`src/rtl/serial_subtractor_pkg.sv`:
```
// Shared types and helpers for the bit-serial subtractor.
//   state_e   : FSM state encoding (IDLE=0, RUN=1, DONE=2; 3 is unused)
//   cnt_width : bit counter width able to hold 0..width without wrapping
package serial_subtractor_pkg;

    typedef enum logic [1:0] {
        ST_IDLE = 2'd0,
        ST_RUN  = 2'd1,
        ST_DONE = 2'd2
    } state_e;

    // ceil(log2(width+1)) so the counter can represent the full bit count
    function automatic int unsigned cnt_width(input int unsigned width);
        return $clog2(width + 1);
    endfunction

endpackage

```
`src/rtl/serial_subtractor_full_subtractor.sv`:
```
// One-bit combinational full subtractor: diff = x - y - bin.
//   x, y : operand bits
//   bin  : borrow in
//   diff : difference bit
//   bout : borrow out
module serial_subtractor_full_subtractor (
    input  logic x,
    input  logic y,
    input  logic bin,
    output logic diff,
    output logic bout
);

    always_comb begin
        diff = x ^ y ^ bin;
        bout = (~x & y) | (~(x ^ y) & bin);
    end

endmodule

```
`src/rtl/serial_subtractor.sv`:
```
// Bit-serial unsigned subtractor, d = a - b, LSB first, one bit per clock.
//   clk, rst : clock, synchronous active-high reset
//   start    : request, sampled in IDLE and DONE only
//   a, b     : minuend / subtrahend, captured on accepted start
//   busy     : high while bits are being processed (RUN)
//   done     : one-cycle pulse when d/bout are updated
//   d        : difference modulo 2^WIDTH, held until the next completion
//   bout     : final borrow, 1 iff a < b
module serial_subtractor
    import serial_subtractor_pkg::*;
#(
    parameter int unsigned WIDTH = 8
) (
    input  logic             clk,
    input  logic             rst,
    input  logic             start,
    input  logic [WIDTH-1:0] a,
    input  logic [WIDTH-1:0] b,
    output logic             busy,
    output logic             done,
    output logic [WIDTH-1:0] d,
    output logic             bout
);

    localparam int unsigned CNT_W = cnt_width(WIDTH);
    localparam logic [CNT_W-1:0] LAST_BIT = CNT_W'(WIDTH - 1);

    state_e             state_q, state_d;
    logic [WIDTH-1:0]   a_q, a_d;
    logic [WIDTH-1:0]   b_q, b_d;
    // Holds the first WIDTH-1 difference bits; the last bit joins on the way to d
    logic [WIDTH-2:0]   res_q, res_d;
    logic [CNT_W-1:0]   cnt_q, cnt_d;
    logic               brw_q, brw_d;
    logic               busy_q, busy_d;
    logic               done_q, done_d;
    logic [WIDTH-1:0]   d_q, d_d;
    logic               bout_q, bout_d;

    logic               cell_diff;
    logic               cell_bout;
    logic [WIDTH-1:0]   res_cat;

    serial_subtractor_full_subtractor u_full_subtractor (
        .x    (a_q[0]),
        .y    (b_q[0]),
        .bin  (brw_q),
        .diff (cell_diff),
        .bout (cell_bout)
    );

    // Current bit shifted in from the MSB side above the partial result
    assign res_cat = {cell_diff, res_q};

    // Next-state and datapath control
    always_comb begin
        state_d = state_q;
        a_d     = a_q;
        b_d     = b_q;
        res_d   = res_q;
        cnt_d   = cnt_q;
        brw_d   = brw_q;
        busy_d  = 1'b0;
        done_d  = 1'b0;
        d_d     = d_q;
        bout_d  = bout_q;

        case (state_q)
            ST_IDLE, ST_DONE: begin
                state_d = ST_IDLE;
                if (start) begin
                    state_d = ST_RUN;
                    busy_d  = 1'b1;
                    a_d     = a;
                    b_d     = b;
                    res_d   = '0;
                    cnt_d   = '0;
                    brw_d   = 1'b0;
                end
            end
            ST_RUN: begin
                busy_d = 1'b1;
                a_d    = a_q >> 1;
                b_d    = b_q >> 1;
                res_d  = res_cat[WIDTH-1:1];
                brw_d  = cell_bout;
                cnt_d  = cnt_q + CNT_W'(1);
                if (cnt_q == LAST_BIT) begin
                    state_d = ST_DONE;
                    busy_d  = 1'b0;
                    done_d  = 1'b1;
                    d_d     = res_cat;
                    bout_d  = cell_bout;
                end
            end
            default: state_d = ST_IDLE;
        endcase
    end

    // State and output registers
    always_ff @(posedge clk) begin
        if (rst) begin
            state_q <= ST_IDLE;
            a_q     <= '0;
            b_q     <= '0;
            res_q   <= '0;
            cnt_q   <= '0;
            brw_q   <= 1'b0;
            busy_q  <= 1'b0;
            done_q  <= 1'b0;
            d_q     <= '0;
            bout_q  <= 1'b0;
        end else begin
            state_q <= state_d;
            a_q     <= a_d;
            b_q     <= b_d;
            res_q   <= res_d;
            cnt_q   <= cnt_d;
            brw_q   <= brw_d;
            busy_q  <= busy_d;
            done_q  <= done_d;
            d_q     <= d_d;
            bout_q  <= bout_d;
        end
    end

    assign busy = busy_q;
    assign done = done_q;
    assign d    = d_q;
    assign bout = bout_q;

endmodule

```
`config.mk`:
```
export PLATFORM = sky130hd
export DESIGN_NAME = serial_subtractor
export DESIGN_NICKNAME = d
export VERILOG_FILES = /design/src/rtl/serial_subtractor_pkg.sv /design/src/rtl/serial_subtractor_full_subtractor.sv /design/src/rtl/serial_subtractor.sv
export SDC_FILE = /design/constraint.sdc
export NUM_CORES = 1
export LEC_CHECK = 0
export ABC_AREA = 1
export ABC_CLOCK_PERIOD_IN_PS = 1100
export CAP_MARGIN = 20
export CORE_MARGIN = 2
export CORE_UTILIZATION = 40
export CTS_CLUSTER_DIAMETER = 200
export DETAILED_ROUTE_END_ITERATION = 8
export GPL_ROUTABILITY_DRIVEN = 0
export REMOVE_ABC_BUFFERS = 1
export SETUP_SLACK_MARGIN = 0.05
export SYNTH_ARGS = -nofsm -noshare
export SYNTH_HDL_FRONTEND = slang
export SYNTH_HIERARCHICAL = 1
export SYNTH_SLANG_ARGS = --single-unit
```
`constraint.sdc`:
```
create_clock -name clk -period 1.1 [get_ports clk]
set_input_delay 0.22 -clock clk [delete_from_list [all_inputs] [get_ports clk]]
set_output_delay 0.22 -clock clk [all_outputs]
set_load 0.02 [all_outputs]
```
# Word-level counts from Yosys, hierarchy flattened
# Index checks and enable logic that the tools add are counted.
# totals
reg_bits,41
output_inout_bits,11
inputBits,19
# classes
n_reduce_logical,6
n_addsub,1
bitwise_logic,8
eq_ne,5
muxes,17
# op_table
op,count
8-bit case mux with 2 select lines,2
8-bit two-way mux,2
7-bit case mux with 2 select lines,1
4-bit case mux with 2 select lines,1
7-bit two-way mux,1
1-bit two-way mux,5
"4-bit by 1-bit adder with 4-bit output, second input constant",1
"4-bit by 3-bit equality test with 1-bit output, second input constant",1
4-bit two-way mux,1
"2-bit inequality test, second input constant",2
1-bit case mux with 2 select lines,2
2-bit case mux with 2 select lines,1
2-bit AND reduction,2
2-bit OR reduction,2
1-bit inverter,3
1-bit bitwise AND,2
"2-bit by 1-bit equality test with 1-bit output, second input constant",1
"2-bit equality test, second input constant",1
2-bit zero test,1
2-bit two-way mux,1
2-bit nonzero test,1
1-bit XOR,2
1-bit bitwise OR,1

# Depth between registers and ports, before layout
# depth
depth_word,5
mapped_depth,7

# By module
# Netlist, hierarchy kept.
# modules_own_cells
module,cells_each,n_inst,area_per_inst_um2,seq_area_each_um2
serial_subtractor,242,1,1935.6,820.8
serial_subtractor_full_subtractor,4,1,31.3,0.0

# Least setup slack after synthesis
# OpenSTA, ideal clock, no wires.
# synth_path
path_type,reg2reg
startpoint,register b_q[0]
endpoint,register res_q[6]
arrival_ps,1070
setup_ps,66
t_required_ps,1034
stages_incl_launch_ff,5
path_slack_ps,-36
cell_sequence,dfxtp_1 inv_1 fa_1 nand2_1 a21oi_2
# synth_between
elab_chain_len,3
# synth_lines
item,line,source
start: declaration,serial_subtractor.sv:30,"logic [WIDTH-1:0] b_q, b_d;"
start signal: assignment,serial_subtractor.sv:105,b_q <= '0;
start signal: assignment,serial_subtractor.sv:116,b_q <= b_d;
1-bit XOR (2 in series),serial_subtractor_full_subtractor.sv:15,diff = x ^ y ^ bin;
net cell_diff,serial_subtractor.sv:40,logic cell_diff;
7-bit case mux with 2 select lines,serial_subtractor.sv:68,case (state_q)
end signal: assignment,serial_subtractor.sv:117,res_q <= res_d;
end: declaration,serial_subtractor.sv:32,"logic [WIDTH-2:0] res_q, res_d;"
# The timed path passes the listed nets, and every way through them passes these cells.
# A chain may end at the register's enable or synchronous reset.

# Final worst setup path
# layout_path
startpoint,register brw_q
endpoint,register res_q[6]
# layout_between
elab_chain_len,2
# layout_lines
item,line,source
start: declaration,serial_subtractor.sv:34,"logic brw_q, brw_d;"
start signal: assignment,serial_subtractor.sv:119,brw_q <= brw_d;
1-bit XOR,serial_subtractor_full_subtractor.sv:15,
net cell_diff,serial_subtractor.sv:40,
7-bit case mux with 2 select lines,serial_subtractor.sv:68,
# The timed path passes the listed nets, and every way through them passes these cells.

==> flow_metrics.py <==
metrics = {
    "sta": {
        "finalSetupTns_ns": -0.586,
        "grt_setup_unrepaired": "true",
        "post-route-min-period_ns": 1.17,
        "max_slew_margin": 0.807,
        "finalHoldViolations": 0,
        "setup_violations": 19,
        "period_share": 1.07,
        "slew_violations": 0,
        "worst_slew_pin_slew_ns": 0.288,
        "clock.fmax_mhz": 852,
        "finClkSkew_ns": 0.0134,
        "setup_ws_ns": -0.0738,
    },
    "critical_path": {
        "ff2ff_path_depth": 4,
        "worstPathArrival_ns": 1.43,
        "end_kind": "register",
        "cp.required_ns": 1.35,
        "crit_path_max_fanout": 2,
        "cp-start-kind": "register",
        "crit_type": "reg2reg",
        "reg2reg_setup_slack_ns": -0.07,
    },
    "grt": {
        "grt_pass1_vias": 1719,
        "antenna_found_initial": 0,
        "groute.usage.overall": 0.191,
        "grt_max_degree": 15,
        "grt_pass1_wl_mm": 7.87,
        "gr-total-overflow": 0,
    },
    "floorplan": {
        "core-area_mm2": 0.00472,
        "start_util": 0.416,
        "ios": 30,
        "die_h_um": 74.1,
        "die-area_mm2": 0.00549,
        "die_x_um": 74.1,
        "row_count": 25,
    },
    "clock_tree": {
        "clock_sinks": 41,
        "cts_tree": "done",
        "htree_levels": 2,
        "cts_buffer_depth": 2,
        "cts_root_buf": "clkbuf_8",
        "numCtsBuffers": 5,
        "clock_latency_ns": 0.31,
        "clk_pin_slew_ns": 0.09,
    },
    "synthesis": {
        "yosysTopAreaCellShare": 0.417,
        "synth_cell_types": 24,
        "ys_seq_elements": 41,
        "syn_avg_cell_area_um2": 8.00,
        "syn_area_mm2": 0.00197,
        "syn_inst": 246,
        "synth.area.top_cells": "dfxtp_1 42%, nand3_1 17%, nand2_1 7.4%",
        "synth_seq_area_share": 0.417,
        "synth_top_area_cell": "dfxtp_1",
        "yosys_warnings": 6,
    },
    "place": {
        "dp_slack_ns": -0.259,
        "dpl.hpwl_mm": 2.91,
        "io_buffers": 29,
    },
    "run": {
        "drv_cap": 0,
    },
    "detailed_routing": {
        "vias": 1854,
        "drtPass1Iterations": 4,
        "drt-total-wl_mm": 5.09,
        "drtIter0Drc": 72,
        "viasPerCell": 4.96,
        "routedWlPerCell_um": 13.6,
        "ant_nets": 0,
        "drc": 0,
    },
    "pwr": {
        "power_density_mw_per_mm2": 1120,
        "p_leak_nw": 1.26,
        "ir_drop_mv": 0.565,
        "power_w": 0.00338,
    },
    "run_status": {
        "status": "finished, violations left",
        "violations": "negative setup slack",
    },
    "finish": {
        "area_growth_pct": 53.0,
        "nets": 327,
        "num_antenna_cells": 0,
        "drive_above_1_share": 0.502,
    },
    "hold_path": {
        "whs_path_depth": 5,
        "min_path_type": "in2reg",
    },
}
==> area by class of cell <==
cell class / count / area, um2
Clock buffer: 6 / 82.6
Clock inverter: 2 / 13.8
Fill cell: 405 / 1710
Inverter: 24 / 97.6
Multi-Input combinational cell: 165 / 1170
Sequential cell: 41 / 831
Tap cell: 67 / 83.8
Timing Repair Buffer: 69 / 733
==> worst paths after layout <==
| check | start | endpoint |
|---|---|---|
| setup / recovery | brw_q$_SDFFE_PP0P_ | res_q[6]$_SDFFE_PP0P_ |
| setup reg to reg | brw_q$_SDFFE_PP0P_ | res_q[6]$_SDFFE_PP0P_ |
| hold / removal | start | a_q[7]$_SDFFE_PP0P_ |
| hold reg to reg | d[3]$_SDFFE_PP0P_ | d[3]$_SDFFE_PP0P_ |
==> metal layers <==
metal / vias up / GRT usage / wire (um)
li1: 933 / - / -
met1: 877 / 0.243 / 2210
met2: 34 / 0.313 / 2580
met3: 10 / 0.0366 / 199
met4: 0 / 0.0848 / 103
met5: - / 0 / 0
==> logic make-up (layout without fill, tap and decap cells) <==
group | after synthesis | in the layout | share of synthesized area
AND/OR/NAND/NOR | 130 | 132 | 0.340
AO/OA/AOI/OAI | 31 | 31 | 0.0980
buffers and inverters | 42 | 101 | 0.128
flip-flops | 41 | 41 | 0.417
adder cells (fa/ha/maj) | 2 | 2 | 0.0165
==> worst max-delay path, cell delays in order (launching register included) <==
cell	delay (ns)
dfxtp_2	0.35
inv_2	0.04
fa_2	0.58
nand2_2	0.05
a21oi_2	0.09
==> state kept, by name, indices dropped and copies added, names as in the netlist <==
register / cells
a_q: 8
b_q: 8
d: 8
res_q: 7
cnt_q: 4
state_q: 2
bout: 1
brw_q: 1
busy: 1
done: 1
==> timing repair <==
item                       CTS  global route
hold buffers                 0             0
gates resized for setup     98            50
pin swaps                   20            17
buffers inserted             5             6
setup endpoints to repair   52            46
gates cloned                 3             2
==> cells in the mapped netlist, drive strengths merged <==
library cell,n
a21oi,29
buf,14
clkbuf,4
dfxtp,41
fa,1
ha,1
inv,24
nand2,43
nand3,74
nor2,13
o21ai,2
==> placed cells by master, fill, tap and decap left out, drive strengths merged <==
cell           synthesis  routed
nand3                 74      74
buf                   14      49
nand2                 43      44
dfxtp                 41      41
a21oi                 29      29
inv                   24      24
clkdlybuf4s50          0      17
nor2                  13      14
clkbuf                 4       8
o21ai                  2       2
clkinv                 0       2
ha                     1       1
dlymetal6s2s           0       1
fa                     1       1
==> power breakdown <==
part | leakage [nW] | internal, W | switching (W)
clock network | 0.0512 | 0.000509 | 0.000557
logic | 0.873 | 0.000374 | 0.000359
registers | 0.337 | 0.00154 | 0.0000404
total | 1.26 | 0.00242 | 0.000957
==> per-stage QoR <==
stage,hold slack (ns),utilization,instance area (um2),cells
after CTS,0.466,0.579,2740,366
final,0.449,0.637,3010,374
after detailed placement,0.461,0.512,2420,350
after floorplan,0.282,-,1810,228
after global placement,0.457,0.512,2420,350
after global routing,0.484,0.637,3010,374
No activity file was read; power rests on OpenSTA's default activity.
